--- config.mk ---
export PLATFORM = sky130hd
export DESIGN_NAME = math_pipelined_scheduler_flat
export DESIGN_NICKNAME = d
export VERILOG_FILES = /design/src/rtl/math_pipelined_scheduler_if.sv /design/src/rtl/math_pipelined_scheduler.sv /design/src/flat_wrapper.sv
export SDC_FILE = /design/constraint.sdc
export NUM_CORES = 1
export LEC_CHECK = 0
export ABC_CLOCK_PERIOD_IN_PS = 1900
export CAP_MARGIN = 5
export CELL_PAD_IN_SITES_DETAIL_PLACEMENT = 1
export CELL_PAD_IN_SITES_GLOBAL_PLACEMENT = 1
export CORE_UTILIZATION = 25
export CTS_BUF_LIST = sky130_fd_sc_hd__clkbuf_8
export CTS_CLUSTER_SIZE = 24
export DETAILED_ROUTE_END_ITERATION = 7
export PLACE_DENSITY = 0.79
export SLEW_MARGIN = 10
export SYNTH_ARGS = -nofsm -noshare
export SYNTH_HDL_FRONTEND = slang
export SYNTH_SLANG_ARGS = --single-unit
--- constraint.sdc ---
create_clock -name clk -period 1.9 [get_ports clk]
set_input_delay 0.19 -clock clk [delete_from_list [all_inputs] [get_ports clk]]
set_output_delay 0.19 -clock clk [all_outputs]
set_load 0.01 [all_outputs]
--- src/rtl/math_pipelined_scheduler_if.sv ---
// math_pipelined_scheduler_if: request/response bus between clients and the shared-ALU scheduler
interface math_pipelined_scheduler_if #(
    parameter int WIDTH      = 8,
    parameter int REQUESTERS = 4,
    parameter int ID_W       = (REQUESTERS > 1) ? $clog2(REQUESTERS) : 1
);
    logic [REQUESTERS-1:0]       req_valid;
    logic [REQUESTERS-1:0]       req_ready;
    logic [3*REQUESTERS-1:0]     req_op;
    logic [WIDTH*REQUESTERS-1:0] req_a;
    logic [WIDTH*REQUESTERS-1:0] req_b;
    logic [WIDTH*REQUESTERS-1:0] req_c;
    logic                        rsp_valid;
    logic                        rsp_ready;
    logic [ID_W-1:0]             rsp_id;
    logic [WIDTH-1:0]            rsp_data;
    modport master (
        output req_valid, req_op, req_a, req_b, req_c, rsp_ready,
        input  req_ready, rsp_valid, rsp_id, rsp_data
    );
    modport slave (
        input  req_valid, req_op, req_a, req_b, req_c, rsp_ready,
        output req_ready, rsp_valid, rsp_id, rsp_data
    );
endinterface

--- src/rtl/math_pipelined_scheduler.sv ---
// math_pipelined_scheduler: round-robin sharing of one pipelined ALU among several clients
module math_pipelined_scheduler #(
    parameter int WIDTH       = 8,
    parameter int LATENCY     = 4,
    parameter int REQUESTERS  = 4,
    parameter int HOLD_CYCLES = LATENCY + 2
) (
    input  logic                      clk,
    input  logic                      rst,
    math_pipelined_scheduler_if.slave bus,
    output logic                      busy,
    output logic [WIDTH-1:0]          alu_i1,
    output logic [WIDTH-1:0]          alu_i2,
    output logic [WIDTH-1:0]          alu_i3,
    input  logic [WIDTH-1:0]          alu_sum,
    input  logic [WIDTH-1:0]          alu_sub,
    input  logic                      alu_and,
    input  logic                      alu_or,
    input  logic                      alu_xor,
    input  logic                      alu_eq,
    input  logic                      alu_neq
);
    localparam int ID_W  = (REQUESTERS > 1) ? $clog2(REQUESTERS) : 1;
    localparam int CNT_W = (HOLD_CYCLES > 1) ? $clog2(HOLD_CYCLES) : 1;

    typedef enum logic [1:0] {IDLE, HOLD, RESP} state_t;

    state_t                  state, state_n;
    logic [ID_W-1:0]         ptr, grant;
    logic [2:0]              op, sel_op;
    logic [WIDTH-1:0]        sel_a, sel_b, sel_c, result;
    logic [CNT_W-1:0]        cnt;
    logic [2*REQUESTERS-1:0] rot;
    logic                    any, accept, bit_res;

    // rot[j] is the valid of client (ptr+1+j) mod REQUESTERS; the lowest set j wins
    always_comb begin
        rot = {bus.req_valid, bus.req_valid} >> (int'(ptr) + 1);
        any = |bus.req_valid;
        grant = '0;
        for (int j = REQUESTERS - 1; j >= 0; j--)
            if (rot[j]) grant = ID_W'((int'(ptr) + 1 + j) % REQUESTERS);
        sel_op = '0;
        sel_a = '0;
        sel_b = '0;
        sel_c = '0;
        for (int k = 0; k < REQUESTERS; k++)
            if (int'(grant) == k) begin
                sel_op = bus.req_op[3*k +: 3];
                sel_a = bus.req_a[WIDTH*k +: WIDTH];
                sel_b = bus.req_b[WIDTH*k +: WIDTH];
                sel_c = bus.req_c[WIDTH*k +: WIDTH];
            end
    end

    always_comb begin
        bit_res = op == 3'd2 ? alu_and : op == 3'd3 ? alu_or : op == 3'd4 ? alu_xor :
                  op == 3'd5 ? alu_eq : alu_neq;
        result = op == 3'd0 ? alu_sum : op == 3'd1 ? alu_sub : op == 3'd7 ? '0 : WIDTH'(bit_res);
    end

    always_comb begin
        accept = state == IDLE && any && !rst;
        state_n = state == IDLE ? (accept ? HOLD : IDLE) :
                  state == HOLD ? (cnt == '0 ? RESP : HOLD) :
                  (bus.rsp_ready ? IDLE : RESP);
        bus.req_ready = accept ? REQUESTERS'(1) << grant : '0;
    end

    always_ff @(posedge clk or posedge rst)
        if (rst) state <= IDLE;
        else state <= state_n;

    assign busy = state != IDLE;

    // ptr doubles as the owner of the transaction in flight
    always_ff @(posedge clk or posedge rst) begin
        if (rst) begin
            ptr <= ID_W'(REQUESTERS - 1);
            op <= '0;
            cnt <= '0;
            alu_i1 <= '0;
            alu_i2 <= '0;
            alu_i3 <= '0;
            bus.rsp_valid <= 1'b0;
            bus.rsp_id <= '0;
            bus.rsp_data <= '0;
        end else begin
            if (accept) begin
                ptr <= grant;
                op <= sel_op;
                alu_i1 <= sel_a;
                alu_i2 <= sel_b;
                alu_i3 <= sel_c;
                cnt <= CNT_W'(HOLD_CYCLES - 1);
            end
            if (state == HOLD) cnt <= cnt - 1'b1;
            if (state == HOLD && cnt == '0) begin
                bus.rsp_valid <= 1'b1;
                bus.rsp_id <= ptr;
                bus.rsp_data <= result;
            end
            if (state == RESP && bus.rsp_ready) bus.rsp_valid <= 1'b0;
        end
    end
endmodule

--- src/flat_wrapper.sv ---
// flat-port wrapper written by rule: the top's interface ports become plain ports
module math_pipelined_scheduler_flat 
#(
    parameter int WIDTH       = 8,
    parameter int LATENCY     = 4,
    parameter int REQUESTERS  = 4,
    parameter int HOLD_CYCLES = LATENCY + 2
)
  (clk, rst, busy, alu_i1, alu_i2, alu_i3, alu_sum, alu_sub, alu_and, alu_or, alu_xor, alu_eq, alu_neq, bus_req_valid, bus_req_op, bus_req_a, bus_req_b, bus_req_c, bus_rsp_ready, bus_req_ready, bus_rsp_valid, bus_rsp_id, bus_rsp_data);
  math_pipelined_scheduler_if #(.WIDTH(WIDTH), .REQUESTERS(REQUESTERS)) bus_i ();
  input  logic clk;
  input  logic rst;
  output logic busy;
  output logic [WIDTH-1:0] alu_i1;
  output logic [WIDTH-1:0] alu_i2;
  output logic [WIDTH-1:0] alu_i3;
  input  logic [WIDTH-1:0] alu_sum;
  input  logic [WIDTH-1:0] alu_sub;
  input  logic alu_and;
  input  logic alu_or;
  input  logic alu_xor;
  input  logic alu_eq;
  input  logic alu_neq;
  input wire logic [$bits(bus_i.req_valid)-1:0] bus_req_valid;
  input wire logic [$bits(bus_i.req_op)-1:0] bus_req_op;
  input wire logic [$bits(bus_i.req_a)-1:0] bus_req_a;
  input wire logic [$bits(bus_i.req_b)-1:0] bus_req_b;
  input wire logic [$bits(bus_i.req_c)-1:0] bus_req_c;
  input wire logic [$bits(bus_i.rsp_ready)-1:0] bus_rsp_ready;
  output wire logic [$bits(bus_i.req_ready)-1:0] bus_req_ready;
  output wire logic [$bits(bus_i.rsp_valid)-1:0] bus_rsp_valid;
  output wire logic [$bits(bus_i.rsp_id)-1:0] bus_rsp_id;
  output wire logic [$bits(bus_i.rsp_data)-1:0] bus_rsp_data;
  assign bus_i.req_valid = bus_req_valid;
  assign bus_i.req_op = bus_req_op;
  assign bus_i.req_a = bus_req_a;
  assign bus_i.req_b = bus_req_b;
  assign bus_i.req_c = bus_req_c;
  assign bus_i.rsp_ready = bus_rsp_ready;
  assign bus_req_ready = bus_i.req_ready;
  assign bus_rsp_valid = bus_i.rsp_valid;
  assign bus_rsp_id = bus_i.rsp_id;
  assign bus_rsp_data = bus_i.rsp_data;
  math_pipelined_scheduler #(.WIDTH(WIDTH), .LATENCY(LATENCY), .REQUESTERS(REQUESTERS), .HOLD_CYCLES(HOLD_CYCLES)) u_core (.clk(clk), .rst(rst), .bus(bus_i), .busy(busy), .alu_i1(alu_i1), .alu_i2(alu_i2), .alu_i3(alu_i3), .alu_sum(alu_sum), .alu_sub(alu_sub), .alu_and(alu_and), .alu_or(alu_or), .alu_xor(alu_xor), .alu_eq(alu_eq), .alu_neq(alu_neq));
endmodule
Word-level counts from Yosys, hierarchy flattened
Cells that the tools add are included.

operators by class
  equality and inequality tests = 11
  add/subtract/negate cells = 5
  shifts and indexed selects = 2
  multiplexer cells = 37
  reduce and logical (&&, ||, !) cells = 13

operators by type and width
  cell                   count
  $mux W8                14
  $mux W3                6
  $mux W2                8
  $eq A3 B3 Y1 const B   3
  $mux W1                8
  $shr A8 B3 Y4          1
  $eq A2 B2 Y1 const B   3
  $eq A3 B2 Y1 const B   2
  $logic_not A3 Y1       2
  $reduce_bool A2 Y1     3
  $add A2 B2 Y2 const B  2
  $eq A2 B1 Y1 const B   2
  $logic_and A1 B1 Y1    4
  $logic_not A2 Y1       2
  $mux W4                1
  $reduce_or A4 Y1       1
  $shl A1 B2 Y4 const A  1
  $add A2 B1 Y3 const B  1
  $eq A3 B1 Y1 const B   1
  $sub A3 B1 Y3 const B  1
  $add A2 B1 Y2 const B  1
  $logic_not A1 Y1       1

storage, ports and cells
  register bits after elaboration = 45
  word-level logic and storage cells = 78
  bits of input ports = 136

Depth between registers and ports, before layout
Gate-level depths: netlist of run 1.

  depth in word-level cells = 11
  mapped depth = 8
  gate-level depth less buffers = 6

Least setup slack after synthesis of run 1
No wires, ideal clock.

  kind = register to output
  start = reg u_core.ptr[0]
  end = out bus_req_ready[0]
  arrival = 1.636 ns
  path buffers = 2
  cell stages (with the launch flop) = 7
  slack = 0.074 ns
  cells stage by stage = dfstp_2 and2b_4 o21a_1 buf_2 buf_2 nor3_1 and2_1

between the ends
  word-level cells in the longest chain between the ends = 8

ends and longest elaborated chain
  item                                            RTL line                                                        text
  start, declared                                 math_pipelined_scheduler.sv:29                                  logic [ID_W-1:0] ptr, grant;
  start signal, assigned                          math_pipelined_scheduler.sv:79                                  ptr <= ID_W'(REQUESTERS - 1);
  start signal, assigned                          math_pipelined_scheduler.sv:90                                  ptr <= grant;
  $add A2 B1 Y3 (*)                               math_pipelined_scheduler.sv:42                                  if (rot[j]) grant = ID_W'((int'(ptr) + 1 + j) % REQUESTERS);
  $add A2 B1 Y2 or $shr A8 B3 Y4 (tied branches)  math_pipelined_scheduler.sv:42, math_pipelined_scheduler.sv:38
  $mux W2 (3 in series)                           math_pipelined_scheduler.sv:42
  $mux W2 (*)                                     math_pipelined_scheduler.sv:42
  $shl A1 B2 Y4 (*)                               math_pipelined_scheduler.sv:67                                  bus.req_ready = accept ? REQUESTERS'(1) << grant : '0;
  $mux W4 (*)                                     math_pipelined_scheduler.sv:67
  end, declared                                   flat_wrapper.sv:30                                              output wire logic [$bits(bus_i.req_ready)-1:0] bus_req_ready;

Mark *: on every way between the ends. The rest lies on a longest branch, timed or not.

Worst setup path after layout of run 1
  start = reg u_core.ptr[0]
  end = out bus_req_ready[3]

Same word-level chain as after synthesis.

==> results of run 1 <==
[state kept, by name, indices dropped and copies added, names as in the netlist]
register and count:
u_core.alu_i1 8, u_core.alu_i2 8, u_core.alu_i3 8, u_core.bus.rsp_data 8, u_core.cnt 3, u_core.op 3, u_core.bus.rsp_id 2, u_core.ptr 2
u_core.state 2, u_core.bus.rsp_valid 1
[placed cells by master, fill, tap and decap left out, drive strengths merged]
cell type and instances:
o211ai 29, mux2i 28, clkbuf 6, ha 2, o31ai 27, buf 38
nand4 27, nand3b 2, nand3 2, inv 6, nor3b 1, a21oi 11
nor3 2, mux2 2, or2 1, o21a 2, nor2b 2, a22oi 7
a21o 2, clkinvlp 1, a211o 1, dfstp 2, nor2 14, o32a 1
bufinv 1, and3 1, o21ai 7, a21bo 27, clkdlybuf4s50 171, nand2b 2
and2 3, or3b 1, and2b 2, nand2 31, mux4 1, dfrtp 43
o22a 1
[power groups by stage]
stage / Clock, mW / Sequential [mW] / Combinational [mW]
floorplan: 0 / 1.86 / 1.86
global placement: 0 / 1.72 / 3.61
detailed placement: 0 / 1.75 / 3.75
CTS: 0.804 / 1.73 / 3.84
global route: 0.840 / 1.79 / 4.12
finish: 0.780 / 1.72 / 3.82
[through the flow]
stage                util  setup TNS (ns)  total power, mW  cell area (um^2)  hold WS [ns]
detailed placement  0.423           -8.01             5.49              5060         0.499
global placement    0.423           -6.74             5.33              5060         0.485
CTS                 0.437           -3.76             6.37              5230         0.241
finish              0.439           -2.33             6.33              5250         0.241
floorplan               -               0             3.71              3050         0.370
global route        0.439           -4.17             6.75              5250         0.256
[area by class of cell]
type	instances	share of cell area
Tap cell	147	0.0350
Clock buffer	6	0.0157
Sequential cell	45	0.215
Clock inverter	2	0.00715
Timing Repair Buffer	209	0.387
Inverter	6	0.00429
Multi-Input combinational cell	239	0.336
[cells by family after synthesis]
family	Yosys count	synth area share
mux	31	0.107
simple gates	91	0.153
flops	45	0.370
buf+inv	37	0.0623
fa+ha+maj	2	0.00819
compound gates	115	0.300
[what timing repair did]
item / in CTS / in global routing
buffers inserted: 4 / 1
resized for setup: 25 / 4
pin swaps: 7 / 5
setup endpoints to repair: 29 / 31
[layer usage]
metal	vias to the layer above	wire [um]	global-route usage
met5	-	0	0
met4	0	191	0.0560
met3	16	768	0.0378
met2	152	6520	0.368
met1	1639	4760	0.214
li1	1593	-	-
[worst max-delay path by stage]
stage | from | endpoint | slack (ns)
2_1_floorplan | u_core.ptr[0]$_DFFE_PP1P_ | bus_req_ready[0] | 0.07
3_3_place_gp | bus_req_valid[3] | bus_req_ready[1] | -0.42
3_5_place_dp | bus_req_valid[1] | bus_req_ready[3] | -0.49
4_1_cts | u_core.ptr[0]$_DFFE_PP1P_ | bus_req_ready[1] | -0.19
5_1_grt | u_core.ptr[0]$_DFFE_PP1P_ | bus_req_ready[3] | -0.20
6_report | u_core.ptr[0]$_DFFE_PP1P_ | bus_req_ready[3] | -0.14
==> flow_metrics.env, run 1 <==
export IMPL_dr_pass1_iters=6
export IMPL_drcViolationCount=0
export IMPL_fin_nets=644
export IMPL_rr_worst_depth=7
export IMPL_crit_fanout=3
export IMPL_yosysMostFrequentCell="dfrtp_1"
export IMPL_fin_crit_sh=1.07
export IMPL_pwr_share_seq=0.272
export IMPL_synth_async_reset_ratio=1.00
export IMPL_crit_cells=6
export IMPL_ys_seq_area_frac=0.370
export IMPL_combPwrFrac=0.604
export IMPL_min_period_ns=2.04
export IMPL_antenna_found_initial=0
export IMPL_grt_max_degree=28
export IMPL_hold_path_class="in2async"
export IMPL_reg2reg_to="u_core.alu_i3[0]$_DFFE_PP0P_"
export IMPL_crit_type="reg2out"
export IMPL_power_internal_mw=3.85
export IMPL_die_x_um=113
export IMPL_synthesis_area_um2=3050
export IMPL_p_sw_mw=2.47
export IMPL_violations="negative setup slack"
export IMPL_hpwl_um=9390
export IMPL_p_leak_nw=2.17
export IMPL_ys_dominant_reg_cell="dfrtp_1"
export IMPL_path_cells="and2b_4, or3b_4, nand3b_1, buf_4, nor2_2, buf_2"
export IMPL_tritoncts="built"
export IMPL_grt_pass1_vias=3738
export IMPL_power_per_cell_area_nw_per_um2=1210
export IMPL_ant_nets=0
export IMPL_wl_um=12200
export IMPL_setup_ws_ns=-0.135
export IMPL_syn_avg_cell_area_um2=9.51
export IMPL_cts_made_buffers=5
export IMPL_fill_cells=1392
export IMPL_worstPathRequired_ns=1.71
export IMPL_maxCapViolCount=0
export IMPL_cts_hold_buf=0
export IMPL_cts_sinks=45
export IMPL_cpPeakStageDelay_ns=0.54
export IMPL_drtIter0Drc=142
export IMPL_grt_pass1_wl_um=19200
export IMPL_swShare=0.391
export IMPL_grt_overflow=0
export IMPL_drive_above_1_share=0.160
export IMPL_setup_viol=30
export IMPL_synth_distinct_cells=44
export IMPL_die_y_um=113
export IMPL_io_buffer_count=175
export IMPL_pre_cts_ws_ns=-0.485
export IMPL_multi_input_area_um2=1760
export IMPL_routedWlPerCell_um=18.7
export IMPL_finalHoldViolCount=0
export IMPL_dp_cells=641
export IMPL_cp_slowest_cell="dfstp_2"
export IMPL_insertion_delay_ns=0.29
export IMPL_antenna_cells=0
export IMPL_initial_core_util=0.255
export IMPL_die_area_um2=12700
export IMPL_vdd_drop_max_uv=406
export IMPL_clk_pin_slew_ns=0.09
export IMPL_start_kind="register"
export IMPL_fin_skew_ns=0.00625
export IMPL_synthTopCellsByArea="dfrtp_1 (35%), mux2i_1 (9.2%), o211ai_1 (7.1%)"
export IMPL_ff2ff_setup_slack_ns=-0.10
export IMPL_register_area_um2=1130
export IMPL_crit_arrival_ns=1.85
export IMPL_track_usage=0.192
export IMPL_synth_edf_count=0
export IMPL_status="finished, violations left"
export IMPL_worst_pin_slew_ns=0.378
export IMPL_vias=3400
export IMPL_path_delay_family="simple AND/OR/NAND/NOR gates"
export IMPL_clockBufferDepth=2
export IMPL_via_per_inst=5.20
export IMPL_synth_cells=321
export IMPL_synth_common_cells="dfrtp_1 (43), nand2_1 (31), o211ai_1 (29), mux2i_1 (28)"
export IMPL_gp_congestion=0.810
export IMPL_rows=40
export IMPL_slew_violations=0
export IMPL_clkPwrFrac=0.123
export IMPL_synthToLayoutAreaGrowth_pct=71.9
export IMPL_rsz0062_at_grt="yes"
export IMPL_fin_cells=654
export IMPL_max_slew_margin_rel=0.748
export IMPL_synth_top_area_cell="dfrtp_1"
export IMPL_fmax_mhz=491
export IMPL_timing_critical_path_to_type="primary output"
export IMPL_synth_seq_cells=45
export IMPL_core_area_um2=12000
export IMPL_h_tree_depth=2
export IMPL_r2r_start="u_core.ptr[0]$_DFFE_PP1P_"
export IMPL_synth_top_cell_area_share=0.352
export IMPL_ctsRootBufferMaster="clkbuf_8"
export IMPL_crit_buf_inv=2
export IMPL_synthesis_nets=459
export IMPL_io_pins=176
export IMPL_ys_warn_count=0
(Power assumes the default switching activity.)
==> run 2: changes to the inputs <==
==> constraint.sdc (replaced) <==
create_clock -name clk -period 1.9 [get_ports clk]
set_input_delay 0.19 -clock clk [delete_from_list [all_inputs] [get_ports clk]]
set_output_delay 0.19 -clock clk [all_outputs]
set_load 0.005 [all_outputs]
==> run 2 against run 1 <==
The flow still finishes with violations (negative setup slack). Sequential cell count unchanged. Sequential power about the same. Design area up 0.50%. Clock-buffer cell count down 1. Setup slack worse by 0.10 ns. Via count up 2.8%. Highest routed layer unchanged.
==> flow_metrics.env, run 2 (synthesis results as in run 1) <==
export IMPL_via_per_inst=5.30
export IMPL_holdWs_ns=0.328
export IMPL_swShare=0.391
export IMPL_rsz0062_at_grt="yes"
export IMPL_clkPwrFrac=0.105
export IMPL_fmax_mhz=468
export IMPL_hold_path_class="in2async"
export IMPL_wl_um=12600
export IMPL_path_delay_family="simple AND/OR/NAND/NOR gates"
export IMPL_drive_above_1_share=0.173
export IMPL_antenna_cells=0
export IMPL_fin_total_pwr_mw=6.15
export IMPL_final_common_cell="clkdlybuf4s50_1"
export IMPL_tns_ns=-5.71
export IMPL_rr_worst_depth=8
export IMPL_critPathMostFrequentCell="buf_6"
export IMPL_power_internal_mw=3.75
export IMPL_clockBufferDepth=2
export IMPL_hpwl_um=9300
export IMPL_drcViolationCount=0
export IMPL_crit_cells=6
export IMPL_crit_buf_inv=2
export IMPL_vias=3496
export IMPL_ant_nets=0
export IMPL_die_x_um=113
export IMPL_combPwrFrac=0.615
export IMPL_dp_cells=643
export IMPL_ctsRootBufferMaster="clkbuf_8"
export IMPL_pwr_share_seq=0.280
export IMPL_grt_overflow=0
export IMPL_cp_slowest_cell="dfstp_2"
export IMPL_core_area_um2=12000
export IMPL_fin_cells=660
export IMPL_fill_cells=1377
export IMPL_setup_ws_ns=-0.237
export IMPL_slew_violations=0
export IMPL_rows=40
export IMPL_routedWlPerCell_um=19.1
export IMPL_path_cells="and2b_4, or3b_4, a21oi_4, buf_6, and2_4, buf_6"
export IMPL_min_period_ns=2.14
export IMPL_finalHoldViolCount=0
export IMPL_timing_critical_path_to_type="primary output"
export IMPL_fin_crit_sh=1.12
export IMPL_die_area_um2=12700
export IMPL_antenna_found_initial=0
export IMPL_die_y_um=113
export IMPL_io_buffer_count=175
export IMPL_synthToLayoutAreaGrowth_pct=72.8
export IMPL_maxCapViolCount=0
export IMPL_initial_core_util=0.255
export IMPL_violations="negative setup slack"
export IMPL_vdd_drop_max_uv=484
export IMPL_setup_viol=31
export IMPL_cpPeakStageDelay_ns=0.55
export IMPL_drtIter0Drc=86
export IMPL_cts_sinks=45
export IMPL_grt_pass1_vias=3899
export IMPL_crit_start="u_core.ptr[0]$_DFFE_PP1P_"
export IMPL_start_kind="register"
export IMPL_crit_fanout=3
export IMPL_tritoncts="built"
export IMPL_dr_pass1_iters=4
export IMPL_layout_common_cells="clkdlybuf4s50_1 (171), dfrtp_1 (43), buf_4 (35)"
export IMPL_worstPathRequired_ns=1.71
export IMPL_power_per_cell_area_nw_per_um2=1170
export IMPL_cts_made_buffers=5
export IMPL_clk_pin_slew_ns=0.10
export IMPL_max_slew_margin_rel=0.751
export IMPL_p_sw_mw=2.40
export IMPL_io_pins=176
export IMPL_insertion_delay_ns=0.31
export IMPL_fin_skew_ns=0.0116
export IMPL_gp_congestion=0.836
export IMPL_crit_arrival_ns=1.95
export IMPL_h_tree_depth=2
export IMPL_grt_max_degree=28
export IMPL_status="finished, violations left"
export IMPL_grt_pass1_wl_um=20100
export IMPL_fin_nets=650
export IMPL_r2r_start="u_core.ptr[0]$_DFFE_PP1P_"
export IMPL_cts_hold_buf=0
export IMPL_crit_type="reg2out"
export IMPL_worst_pin_slew_ns=0.374
export IMPL_track_usage=0.201
export IMPL_p_leak_nw=2.19
[run 2: cell types whose count changed in the layout (fill, tap and decap cells not counted), moves of 2 or more]
cell | previous run | this run
buf_2 | 4 | 2
and2_4 | 0 | 2
buf_4 | 29 | 35
clkinv_4 | 0 | 2
buf_6 | 2 | 5
and2_1 | 3 | 1
[run 2: repair_timing]
action / in CTS / in global routing
pin swaps: 7 / 4
buffers inserted: 9 / 0
endpoints found under the hold margin: 0 / 0
endpoints found under the setup margin: 30 / 32
resized for setup: 28 / 6
[run 2: worst reg2reg max path, cell delays in order, from the launching register on]
cell and delay [ns]:
dfstp_2 0.55, and2b_4 0.19, or3b_4 0.39, a21oi_4 0.18, buf_6 0.13, buf_4 0.13, buf_12 0.14, a21bo_2 0.25
o211ai_1 0.08
[run 2: per-layer routing]
| layer | GRT usage | vias up | routed length [um] |
|---|---|---|---|
| met5 | 0 | - | 0 |
| met1 | 0.234 | 1744 | 5200 |
| met3 | 0.0373 | 22 | 655 |
| met2 | 0.368 | 131 | 6550 |
| li1 | - | 1599 | - |
| met4 | 0.0720 | 0 | 224 |
[run 2: through the flow]
step / utilization / instance area (um^2) / worst slack (ns)
after floorplan: - / 3050 / 0.0910
after global placement: 0.423 / 5060 / -0.392
after detailed placement: 0.423 / 5060 / -0.414
after CTS: 0.439 / 5250 / -0.273
after global routing: 0.441 / 5280 / -0.278
final: 0.441 / 5280 / -0.237
[run 2: worst paths after layout]
path	slack, ns	to
worst max-delay path	-0.24	bus_req_ready[0]
worst min-delay path	0.33	u_core.bus.rsp_data[5]$_DFFE_PP0P_
worst max register to register	-0.22	u_core.alu_i1[4]$_DFFE_PP0P_
worst min register to register	0.52	u_core.alu_i3[2]$_DFFE_PP0P_
max in group asynchronous	1.25	u_core.ptr[0]$_DFFE_PP1P_
min in group clk	0.52	u_core.alu_i3[2]$_DFFE_PP0P_
[run 2: area by class of cell]
type	instances	area, um^2	share of cell area
clock buffer	5	68.8	0.0130
clock inverter	3	22.5	0.00427
inverter	6	22.5	0.00427
multi-input combinational	239	1770	0.335
sequential	45	1130	0.214
tap	147	184	0.0349
timing repair buffer	215	2080	0.394
[run 2: power by group through the flow]
stage / Sequential [mW] / Clock, mW / Combinational (mW)
finish: 1.72 / 0.646 / 3.78
global route: 1.78 / 0.699 / 4.11
CTS: 1.73 / 0.665 / 3.76
detailed placement: 1.74 / 0 / 3.62
global placement: 1.72 / 0 / 3.48
floorplan: 1.72 / 0 / 1.85
